`src/rtl/ann_pkg.sv`:
```
// ann_pkg: shared widths, sample type and feeder state encoding for the ANN front end
package ann_pkg;
  localparam int DW = 10;
  localparam int N_IN = 30;
  localparam int N_OUT = 3;
  typedef logic [DW-1:0] sample_t;
  typedef enum logic [1:0] {FILL, RUN, RESULT, SHIFT} feed_state_t;
endpackage

```
`src/rtl/ann_window_buf.sv`:
```
// ann_window_buf: N_IN-entry sample window with indexed write and slide-by-STRIDE
module ann_window_buf
  import ann_pkg::*;
#(
  parameter int DW = ann_pkg::DW,
  parameter int N_IN = ann_pkg::N_IN,
  parameter int STRIDE = 10,
  localparam int IW = $clog2(N_IN + 1)
) (
  input  logic             clk,
  input  logic             rst,
  input  logic             wr_en,
  input  logic [IW-1:0]    wr_idx,
  input  logic [DW-1:0]    wr_data,
  input  logic             shift,
  output logic [N_IN*DW-1:0] window
);
  logic [DW-1:0] win [N_IN];
  logic [DW-1:0] shifted [N_IN];
  for (genvar i = 0; i < N_IN; i++) begin : g_win
    if (i < N_IN - STRIDE) begin : g_keep
      assign shifted[i] = win[i+STRIDE];
    end else begin : g_clear
      assign shifted[i] = '0;
    end
    assign window[i*DW +: DW] = win[i];
  end
  always_ff @(posedge clk) begin
    if (rst) begin
      win <= '{default: '0};
    end else if (shift) begin
      win <= shifted;
    end else begin
      for (int k = 0; k < N_IN; k++)
        if (wr_en && wr_idx == IW'(k)) win[k] <= wr_data;
    end
  end
endmodule

```
`src/rtl/ann_frame_feeder.sv`:
```
// ann_frame_feeder: sliding-window sample collector, ANN launch/timeout control and result handshake
module ann_frame_feeder
  import ann_pkg::*;
#(
  parameter int DW = ann_pkg::DW,
  parameter int N_IN = ann_pkg::N_IN,
  parameter int N_OUT = ann_pkg::N_OUT,
  parameter int STRIDE = 10,
  parameter int TIMEOUT = 4096
) (
  input  logic                clk,
  input  logic                rst,
  input  logic                s_valid,
  input  logic [DW-1:0]       s_data,
  output logic                s_ready,
  input  logic                train_mode,
  input  logic [N_OUT*DW-1:0] target_in,
  output logic [N_IN*DW-1:0]  ann_in,
  output logic                ann_start,
  output logic                ann_training,
  output logic [N_OUT*DW-1:0] ann_target,
  input  logic                ann_done,
  input  logic [N_OUT*DW-1:0] ann_out,
  output logic                res_valid,
  output logic [N_OUT*DW-1:0] res_data,
  input  logic                res_ready,
  output logic                timeout_err
);
  localparam int IW = $clog2(N_IN + 1);
  localparam int TW = TIMEOUT > 1 ? $clog2(TIMEOUT) : 1;
  feed_state_t state, next;
  logic [IW-1:0] wr_idx;
  logic [TW-1:0] timer;
  logic accept, launch, expired;
  assign s_ready = state == FILL;
  assign ann_start = state == RUN;
  assign res_valid = state == RESULT;
  assign accept = s_ready && s_valid;
  assign launch = accept && wr_idx == IW'(N_IN - 1);
  assign expired = timer == TW'(TIMEOUT - 1);
  assign timeout_err = ann_start && expired && !ann_done;
  always_comb begin
    next = state;
    case (state)
      FILL:    next = launch ? RUN : FILL;
      RUN:     next = ann_done ? RESULT : expired ? SHIFT : RUN;
      RESULT:  next = res_ready ? SHIFT : RESULT;
      default: next = FILL;
    endcase
  end
  always_ff @(posedge clk) begin
    if (rst) begin
      state <= FILL;
      wr_idx <= '0;
      timer <= '0;
      ann_training <= 1'b0;
      ann_target <= '0;
      res_data <= '0;
    end else begin
      state <= next;
      wr_idx <= state == SHIFT ? IW'(N_IN - STRIDE) : accept ? wr_idx + 1'b1 : wr_idx;
      timer <= (state == RUN && next == RUN) ? timer + 1'b1 : '0;
      if (launch) begin
        ann_training <= train_mode;
        ann_target <= target_in;
      end
      if (ann_start && ann_done) res_data <= ann_out;
    end
  end
  ann_window_buf #(.DW(DW), .N_IN(N_IN), .STRIDE(STRIDE)) u_buf (
    .clk(clk),
    .rst(rst),
    .wr_en(accept),
    .wr_idx(wr_idx),
    .wr_data(s_data),
    .shift(state == SHIFT),
    .window(ann_in)
  );
endmodule

```
`config.mk`:
```
export PLATFORM = sky130hd
export DESIGN_NAME = ann_frame_feeder
export DESIGN_NICKNAME = d
export VERILOG_FILES = /design/src/rtl/ann_pkg.sv /design/src/rtl/ann_window_buf.sv /design/src/rtl/ann_frame_feeder.sv
export SDC_FILE = /design/constraint.sdc
export NUM_CORES = 1
export LEC_CHECK = 0
export CORE_ASPECT_RATIO = 0.75
export CORE_UTILIZATION = 48
export DETAILED_ROUTE_END_ITERATION = 8
export GPL_TIMING_DRIVEN = 1
export PLACE_DENSITY = 0.9
export SYNTH_ARGS = -nofsm -noshare
export SYNTH_HDL_FRONTEND = slang
export SYNTH_SLANG_ARGS = --single-unit
export TNS_END_PERCENT = 10
```
`constraint.sdc`:
```
create_clock -name clk -period 2.27 [get_ports clk]
set_input_delay 0.454 -clock clk [delete_from_list [all_inputs] [get_ports clk]]
set_output_delay 0.454 -clock clk [all_outputs]
set_load 0.02 [all_outputs]
```
## Yosys cells after proc, flatten, opt, wreduce, memory -nomap -nowiden

Cells that the tools add are included.

| word-level totals | value |
|---|---|
| input port bits | 76 |
| flip-flop bits (word level) | 380 |
| output and inout port bits | 365 |

| operators by class | value |
|---|---|
| equality and inequality tests | 34 |
| reduce and logical (&&, ||, !) cells | 61 |
| $add $sub $neg | 2 |
| bitwise gates (word level) | 1 |
| multiplexer cells | 38 |

Operators by type and width:

| cell | count |
|---|---|
| $mux 10 | 30 |
| $mux 300 | 1 |
| $eq 5x5->1 const B | 14 |
| $reduce_bool 2->1 | 21 |
| $eq 5x4->1 const B | 8 |
| $logic_and 1x1->1 | 35 |
| $eq 5x3->1 const B | 4 |
| $add 12x1->12 const B | 1 |
| $eq 12x12->1 const B | 1 |
| $eq 5x2->1 const B | 2 |
| $mux 5 | 2 |
| $pmux 2 s3 | 1 |
| $add 5x1->5 const B | 1 |
| $eq 5x1->1 const B | 1 |
| $logic_not 5->1 | 1 |
| $eq 2x1->1 const B | 2 |
| $eq 2x2->1 const B | 2 |
| $mux 2 | 2 |
| $reduce_or 2->1 | 2 |
| $logic_not 2->1 | 1 |
| $mux 1 | 2 |
| $logic_not 1->1 | 1 |
| $not 1->1 | 1 |

## Longest topological paths before layout

Gate-level depths: netlist of the first run.

| depth | value |
|---|---|
| depth in word-level cells | 9 |
| gate-level depth with buffers | 9 |

## Cells and area by module

Synthesis of the first run repeated with hierarchy kept, for this count alone.

| unflattened totals | value |
|---|---|
| cell total of the unflattened synthesis | 2036 |
| area total of the unflattened synthesis | 16452.0 um2 |

Modules (own cells, without submodules):

| module | cells each | sequential area each (um2) | times used | area an instance (um2) |
|---|---|---|---|---|
| ann_window_buf | 1660 | 6005.8 | 1 | 13335.3 |
| ann_frame_feeder | 376 | 1601.5 | 1 | 3116.7 |

## Least setup slack after synthesis of the first run

OpenSTA, ideal clock, no wires.

| timing | value |
|---|---|
| path type | reg2out |
| from | register timer[0] |
| to | output port timeout_err |
| path slack | 120 ps |
| data required time | 1816 ps |
| data arrival time | 1696 ps |
| cell stages (with the launch flop) | 5 |
| path through | dfxtp_1 > ha_1 > nand2_1 > or4_1 > nor3_1 |

| between the ends | value |
|---|---|
| cells in the longest elaborated chain, start to end | 3 |

Ends and longest elaborated chain:

| item | line | RTL |
|---|---|---|
| start: declaration | ann_frame_feeder.sv:33 | `logic [TW-1:0] timer;` |
| start signal: assignment | ann_frame_feeder.sv:62 | `timer <= (state == RUN && next == RUN) ? timer + 1'b1 : '0;` |
| $eq 12x12->1 | ann_frame_feeder.sv:40 | `assign expired = timer == TW'(TIMEOUT - 1);` |
| $logic_and 1x1->1 (2 in series) | ann_frame_feeder.sv:41 | `assign timeout_err = ann_start && expired && !ann_done;` |
| end: declaration | ann_frame_feeder.sv:27 | `output logic timeout_err` |

Every way passes these cells.

## Worst setup path in the final report of the first run

| timing | value |
|---|---|
| from | register timer[7] |
| to | output port timeout_err |

Same word-level chain as after synthesis.

==> results.md, run 1 <==
* Status: finished, violations left
* Failing checks: negative setup slack
* FF-to-FF Start: wr_idx[0]
* CP max-delay cell: or4_4
* Slew Limit Fails at 0
* PwrDens at ~640 mW/mm^2
* FF-to-FF setup slack at roughly 0.20 ns
* Final setup fails at 1
* Slew margin rel. at 55.32%
* Post-CTS Hold Fix Bufs at 0
* ANT nets after route at 0
* Final worst slack at -0.03930 ns
* Dpl hpwl at about 40000 um
* Gpl congestion at between 0.9 and 1
* Unique cell type count in the Yosys netlist at 43
* Area leader, netlist: dfxtp_1
* Largest net degree at the start of global routing at between 100 and 150
* Root Driver: clkbuf_16
* Most frequent cells after synthesis: dfxtp_1, nor2_1, nand2_1
* Post-synth top area share at 48.75%
* Final Hold Viols at 0
* IO Pins at between 400 and 500
* Synthesis Warnings at 0
* Layout Cells excl Fill at roughly 2700
* Global-route wire length before repair at approximately 90000 um
* Critical path class: reg2out
* Clock Latency Late Sink at about 0.53 ns
* Largest cells by area after synthesis: dfxtp_1, mux2i_1, nor2_1, nand2_1, a311oi_1
* Startpoint Class: flop
* HP Class: in2reg
* Row cnt at 56
* TritonCTS buffer count at 38
* Clk sinks at 380
* WP data arrival at around 1.9 ns
* #FFs+latches synth at 380
* Layout area overhead at 43.54%
* Fmax achieved at roughly 0.43 GHz
* Cells along the critical path: nand4_1 -> or4_4 -> nor3_2 -> buf_4
* DRC at 0
* Total GRT Usage at between 30% and 40%
* R2r endpoint: u_buf.window[22]
* Nets@finish at approximately 2300
* Worst slew pin tran at 0.6702 ns
* Vias in the first global route at ~16000
* Max stage delay on crit path at 0.54 ns
* Post-synth EDFFs at 0
* Fin crit share at 101.7%
* Vias at 15980
* Cells after Synth at ~1800
* Dpl cells at about 2600
* Die Wd at between 200 and 250 um
* Final wirelength at a little under 60000 um
* Most frequent cell after synthesis: dfxtp_1
* Layout cells sized above 1 at 9.075%
* LEAKAGE at 8.543 nW
* CP Data Required Time at approximately 1.8 ns
* Hold_ws at 0.2968 ns
* Clock skew at 0.01207 ns
* Top FF cell, synth: dfxtp_1
* Antenna violations before repair at 0
* Crit-path max FO at 2
* First-pass detailed-route iteration total at 7
* Die area at 0.03324 sq mm
* Min cycle time layout at between 2 and 2.5 ns
* WL/cell at about 22 um
* Syn avg cell area at around 8.7 sq um
* IO buf count at 440
* Syn_nets at about 1900
* CTS tree: built
* Sequential area share after synthesis at 48.75%
* Reg clk slew, reported paths at ~0.060 ns
* Post-synth ARST share at 0%
* GRT overflow at 0
* Crit. End Element: primary output
* Bufs on Longest Clock Path at 3
* Initial Util at just under 50%
* Worst setup startpoint: timer[7]
* Die H at between 150 and 200 um
* Max-Cap Viols at 0
* Overall power at 14.25 mW
* H-tree Lvls at 2
* Iter 0 DRT Violations at between 1500 and 2000
* ANT cells at 0
* R2R depth at 8
* RSZ-0062 raised after global routing: true
* Maximum vdd drop at around 0.00048 V
* Mapped Area at around 0.016 sq mm
* Core area at ~0.032 sq mm
* Vias per cell at 5.982
* Critical Path End: timeout_err
==> layout by cell type, fill, tap and decap left out, types with 8 or more instances in the layout <==
cell type        instances
nor2_1                 338
clkbuf_16               41
nand2_1                235
a211oi_1                70
nand4_1                 10
xnor2_1                  9
clkdlybuf4s50_1        435
a2111oi_0                8
a311oi_1                64
nor3_1                  73
and2_1                  15
a221oi_1                26
clkinv_2                10
dfxtp_1                373
nor4_1                  30
buf_12                  38
nand3_1                 63
mux2i_1                160
buf_4                   67
a21oi_1                 78
==> critical path: cells and delay by family, from the launching register on <==
kind / cells / cell delay (ns)
buffers and inverters: 1 / 0.16
and+or+nand+nor: 3 / 0.83
DFF: 1 / 0.34
==> repair_timing <==
| action | 4_1_cts | 5_1_grt |
|---|---|---|
| setup buffers | 0 | 1 |
| hold endpoints to repair | 0 | 0 |
| pin swaps | 1 | 1 |
| setup endpoints to repair | 3 | 11 |
| gates resized for setup | 14 | 8 |
==> cells by family (layout without fill, tap and decap cells) <==
group / Yosys count / count (layout) / synth area share [%]
mux: 160 / 160 / 10.26
simple gates: 809 / 809 / 23.10
flops: 380 / 380 / 48.75
buf+inv: 183 / 618 / 5.060
xor+xnor: 12 / 12 / 0.6736
fa+ha+maj: 6 / 6 / 0.4811
compound gates: 252 / 252 / 11.67
==> how the worst min path moves through the flow <==
| stage | start | end | slack, ns | cells past startpoint |
|---|---|---|---|---|
| 5_1_grt | rst | u_buf.window[79] | 0.31 | 2 |
| 3_3_place_gp | ann_target[22] | ann_target[22] | 0.44 | 2 |
| 2_1_floorplan | timer[0] | timer[0] | 0.43 | 1 |
| 6_report | rst | res_data[6] | 0.30 | 2 |
| 4_1_cts | rst | res_data[6] | 0.29 | 2 |
| 3_5_place_dp | ann_target[2] | ann_target[2] | 0.45 | 2 |
==> metal layers <==
layer	vias to the layer above	global-route usage, %	wire length (um)
met4	0	15.43	2467
met5	-	0	0
met3	217	8.530	6348
met1	7623	43.90	23240
met2	1031	53.88	26290
li1	7112	-	-
==> power by group <==
group	leakage (nW)	switching [mW]	internal [mW]
Combinational	4.84	0.549	0.394
Sequential	3.07	0.0529	6.71
Clock	0.633	2.72	3.82
Total	8.54	3.32	10.9
==> through the flow <==
step | area [sq um] | setup TNS, ns | util [%] | worst slack (ns)
after global routing | 22400 | -0.09346 | 70.88 | -0.09346
final | 22400 | -0.03930 | 70.88 | -0.03930
after detailed placement | 21070 | -7.984 | 66.68 | -0.2074
after floorplan | 15600 | 0 | - | 0.1195
after CTS | 22370 | -0.06508 | 70.80 | -0.06508
after global placement | 21070 | -3.241 | 66.68 | -0.1201
==> flip-flops by register name, indices dropped and copies added, names as in the netlist <==
| name | flops |
|---|---|
| res_data | 30 |
| timer | 12 |
| wr_idx | 5 |
| u_buf.window | 300 |
| state | 2 |
| ann_target | 30 |
| ann_training | 1 |
==> final cells by class <==
type                            count  area, sq um
Inverter                            7        26.28
Clock inverter                     18        177.7
Tap cell                          435        544.3
Timing Repair Buffer              544         5654
Multi-Input combinational cell   1239         7263
Clock buffer                       49         1116
Sequential cell                   380         7616
Fill cell                        2244         9203
Note: power is estimated with default switching activity, not from simulation.
==> inputs of run 2 (changes only) <==
Settings changed: ABC_AREA set to 1, SLEW_MARGIN set to 15.
==> run 2 against run 1 <==
The run now ends clean. Worst hold slack gained 0.027 ns. Cell area down 3.1%. Cell count rose by 12%. Power fell by 2.5%. Critical endpoint is now res_data[21]. Largest cell class unchanged. Highest routed layer unchanged.
==> results.md, run 2 <==
* R2r endpoint: u_buf.window[150]
* Placed inst area at 0.02045 sq mm
* M2 GR Usage at between 50 and 60%
* M3 GR Usage at around 12%
* Clock skew at between 0.02 and 0.025 ns
* Hold-critical path depth at 4
* Clk sinks at 380
* Internal power at 10.70 mW
* Final Hold Viols at 0
* Root Driver: clkbuf_16
* Final setup fails at 0
* Max-Cap Viols at 0
* Top FF cell, synth: dfxtp_1
* Post-CTS Hold Fix Bufs at 0
* ANT cells at 0
* Maximum vdd drop at about 0.00050 V
* Worst min-delay path startpoint: rst
* Crit path buffers/inverters at 1
* Post-synth EDFFs at 0
* GR peak layer: met2
* Die H at ~160 um
* Vias per cell at 5.685
* Most frequent cells in the layout: nand2_1, clkdlybuf4s50_1, dfxtp_1, a21oi_1, nand3_1
* Proportion of synthesized area in mux cells at 0%
* Logic pwr share at ~6%
* Cells after Synth at about 2200
* Adder-cell area share of the yosys netlist at less than 1%
* Synthesis Warnings at 0
* Most frequent cell after synthesis: nand2_1
* Most frequent cells after synthesis: nand2_1, dfxtp_1, a21oi_1
* Post-synth ARST share at 0%
* Initial Util at 49.40%
* H-tree Lvls at 2
* Layout area overhead at 38.76%
* Most common cell after layout, fill and taps aside: nand2_1
* Post-synth top area share at around 49%
* Startpoint Class: flop
* Final instance area at approximately 0.022 sq mm
* Area leader, netlist: dfxtp_1
* Global-route wire length before repair at roughly 92000 um
* Largest family of logic cells by synthesized area: simple AND/OR/NAND/NOR gates
* Final worst slack at ~0.080 ns
* Register share of total power at 48.4%
* LEAKAGE at 7.828 nW
* Die Wd at 210.5 um
* Largest net degree at the start of global routing at 170
* Slew Limit Fails at 0
* Max reg flops at 300
* Cell family with most CP delay: buffers and inverters
* FF-to-FF setup slack at approximately 0.19 ns
* Iter 0 DRT Violations at 2201
* Largest cells by area after synthesis: dfxtp_1, nand2_1, a21oi_1, nand3_1, o21ai_0
* ANT nets after route at 0
* Unique cell type count in the Yosys netlist at 31
* RSZ-0062 raised after global routing: false
* Row cnt at 56
* Setup TNS at 0 ns
* Core area at 0.03167 sq mm
* FF-to-FF Start: wr_idx[1]
* Synth Area in XOR/XNOR at less than 1%
* WP data arrival at roughly 1.7 ns
* Crit-path max FO at 2
* CP max-delay cell: clkdlybuf4s50_1
* Dpl hpwl at around 43000 um
* Clock Latency Late Sink at approximately 0.54 ns
* Slew margin rel. at a little under half
* Max stage delay on crit path at slightly below 0.7 ns
* Bufs on Longest Clock Path at 3
* Worst slew pin tran at roughly 0.8 ns
* Cells along the critical path: clkdlybuf4s50_1
* Fin crit share at 96.49%
* Antenna violations before repair at 0
* Syn avg cell area at slightly above 7 sq um
* Die area at between 0.03 and 0.04 sq mm
* Reg clk slew, reported paths at roughly 0.060 ns
* HP Class: in2reg
* Hold worst-path end: wr_idx[3]
* Pre-CTS setup slack at -0.06020 ns
* GRT overflow at 0
* Nets@finish at 2610
* Post-synthesis compound-gate area fraction at 16.99%
* Total GRT Usage at 35.75%
* Fmax achieved at ~0.46 GHz
* Syn_nets at approximately 2200
* CTS tree: built
* Clock power share at approximately 46%
* Fraction of the mapped netlist area in simple logic gates at a little over a quarter
* Net Sw Power at ~3.2 mW
* CP Data Required Time at between 1.5 and 2 ns
* Final wirelength at 62070 um
* Status: finished clean
* #FFs+latches synth at 380
* Sw frac at 23.01%
* WL/cell at 20.78 um
* Met1 GRT Util at around 43%
* Critical path class: reg2out
* Min cycle time layout at around 2.2 ns
* Mapped Area at ~0.016 sq mm
* Sequential area share after synthesis at between 40% and 50%
* PwrDens at between 600 and 700 mW/mm^2
* DRC at 0
* Vias in the first global route at 15900
* R2R depth at 9
* IO buf count at between 400 and 500
* Gpl congestion at about 0.95
* Overall power at between 10 and 15 mW
* Vias at roughly 17000
* Crit. End Element: primary output
* First-pass detailed-route iteration total at 6
* Layout cells sized above 1 at around 6.6%
* IO Pins at between 400 and 500
* TritonCTS buffer count at 37
[run 2: worst max-delay path by stage]
stage | from | to | slack [ns] | cells after the start
after floorplan | timer[0] | timeout_err | 0.68 | 5
after global routing | state[1] | timeout_err | 0.01 | 7
after CTS | timer[0] | timeout_err | -0.13 | 6
final | res_data[21] | res_data[21] | 0.08 | 1
after detailed placement | s_valid | u_buf.window[106] | -0.06 | 8
after global placement | s_valid | u_buf.window[79] | 0.08 | 8
[run 2: through the flow]
step / cells / utilization [%] / hold WS (ns)
after floorplan: 2151 / - / 0.4179
after global placement: 2923 / 64.59 / 0.4288
after detailed placement: 2923 / 64.59 / 0.4521
after CTS: 2986 / 68.45 / 0.3083
after global routing: 2987 / 68.54 / 0.3431
final: 2987 / 68.54 / 0.3238
[run 2: layout make-up]
cell class | instances | area [sq um]
Inverter | 69 | 261.5
Timing Repair Buffer | 501 | 5020
Sequential cell | 380 | 7610
Clock inverter | 13 | 177.7
Fill cell | 2485 | 9962
Clock buffer | 50 | 1047
Multi-Input combinational cell | 1539 | 7048
Tap cell | 435 | 544.3
[run 2: cell families (layout without fill, tap and decap cells)]
family,Yosys count,count (layout)
and+or+nand+nor,1005,1005
xor gates and xnor gates,9,9
AOI/OAI and AO/OA,519,519
DFF,380,380
adders and majority gates,6,6
buffers and inverters,232,633
[run 2: timing repair]
| action | in CTS | in global routing |
|---|---|---|
| resized for setup | 5 | 6 |
| cloned | 0 | 0 |
| setup buffers | 0 | 1 |
| endpoints found under the setup margin | 4 | 1 |
| pin swaps | 0 | 2 |
[run 2: power groups by stage]
stage | Clock (mW) | Sequential (mW) | Combinational [mW]
after CTS | 6.37 | 6.72 | 0.810
after floorplan | 0 | 6.91 | 0.354
after detailed placement | 0 | 6.87 | 0.804
after global placement | 0 | 6.87 | 0.794
after global routing | 6.64 | 6.72 | 0.881
final | 6.34 | 6.72 | 0.831
[run 2: metal layers]
layer | part of all wire (%) | wire length [um] | up-vias
li1 | - | - | 7834
met1 | 38 | 23340 | 7882
met2 | 44 | 27440 | 1053
met3 | 13 | 7961 | 212
met4 | 5.4 | 3321 | 0
met5 | 0 | 0 | -
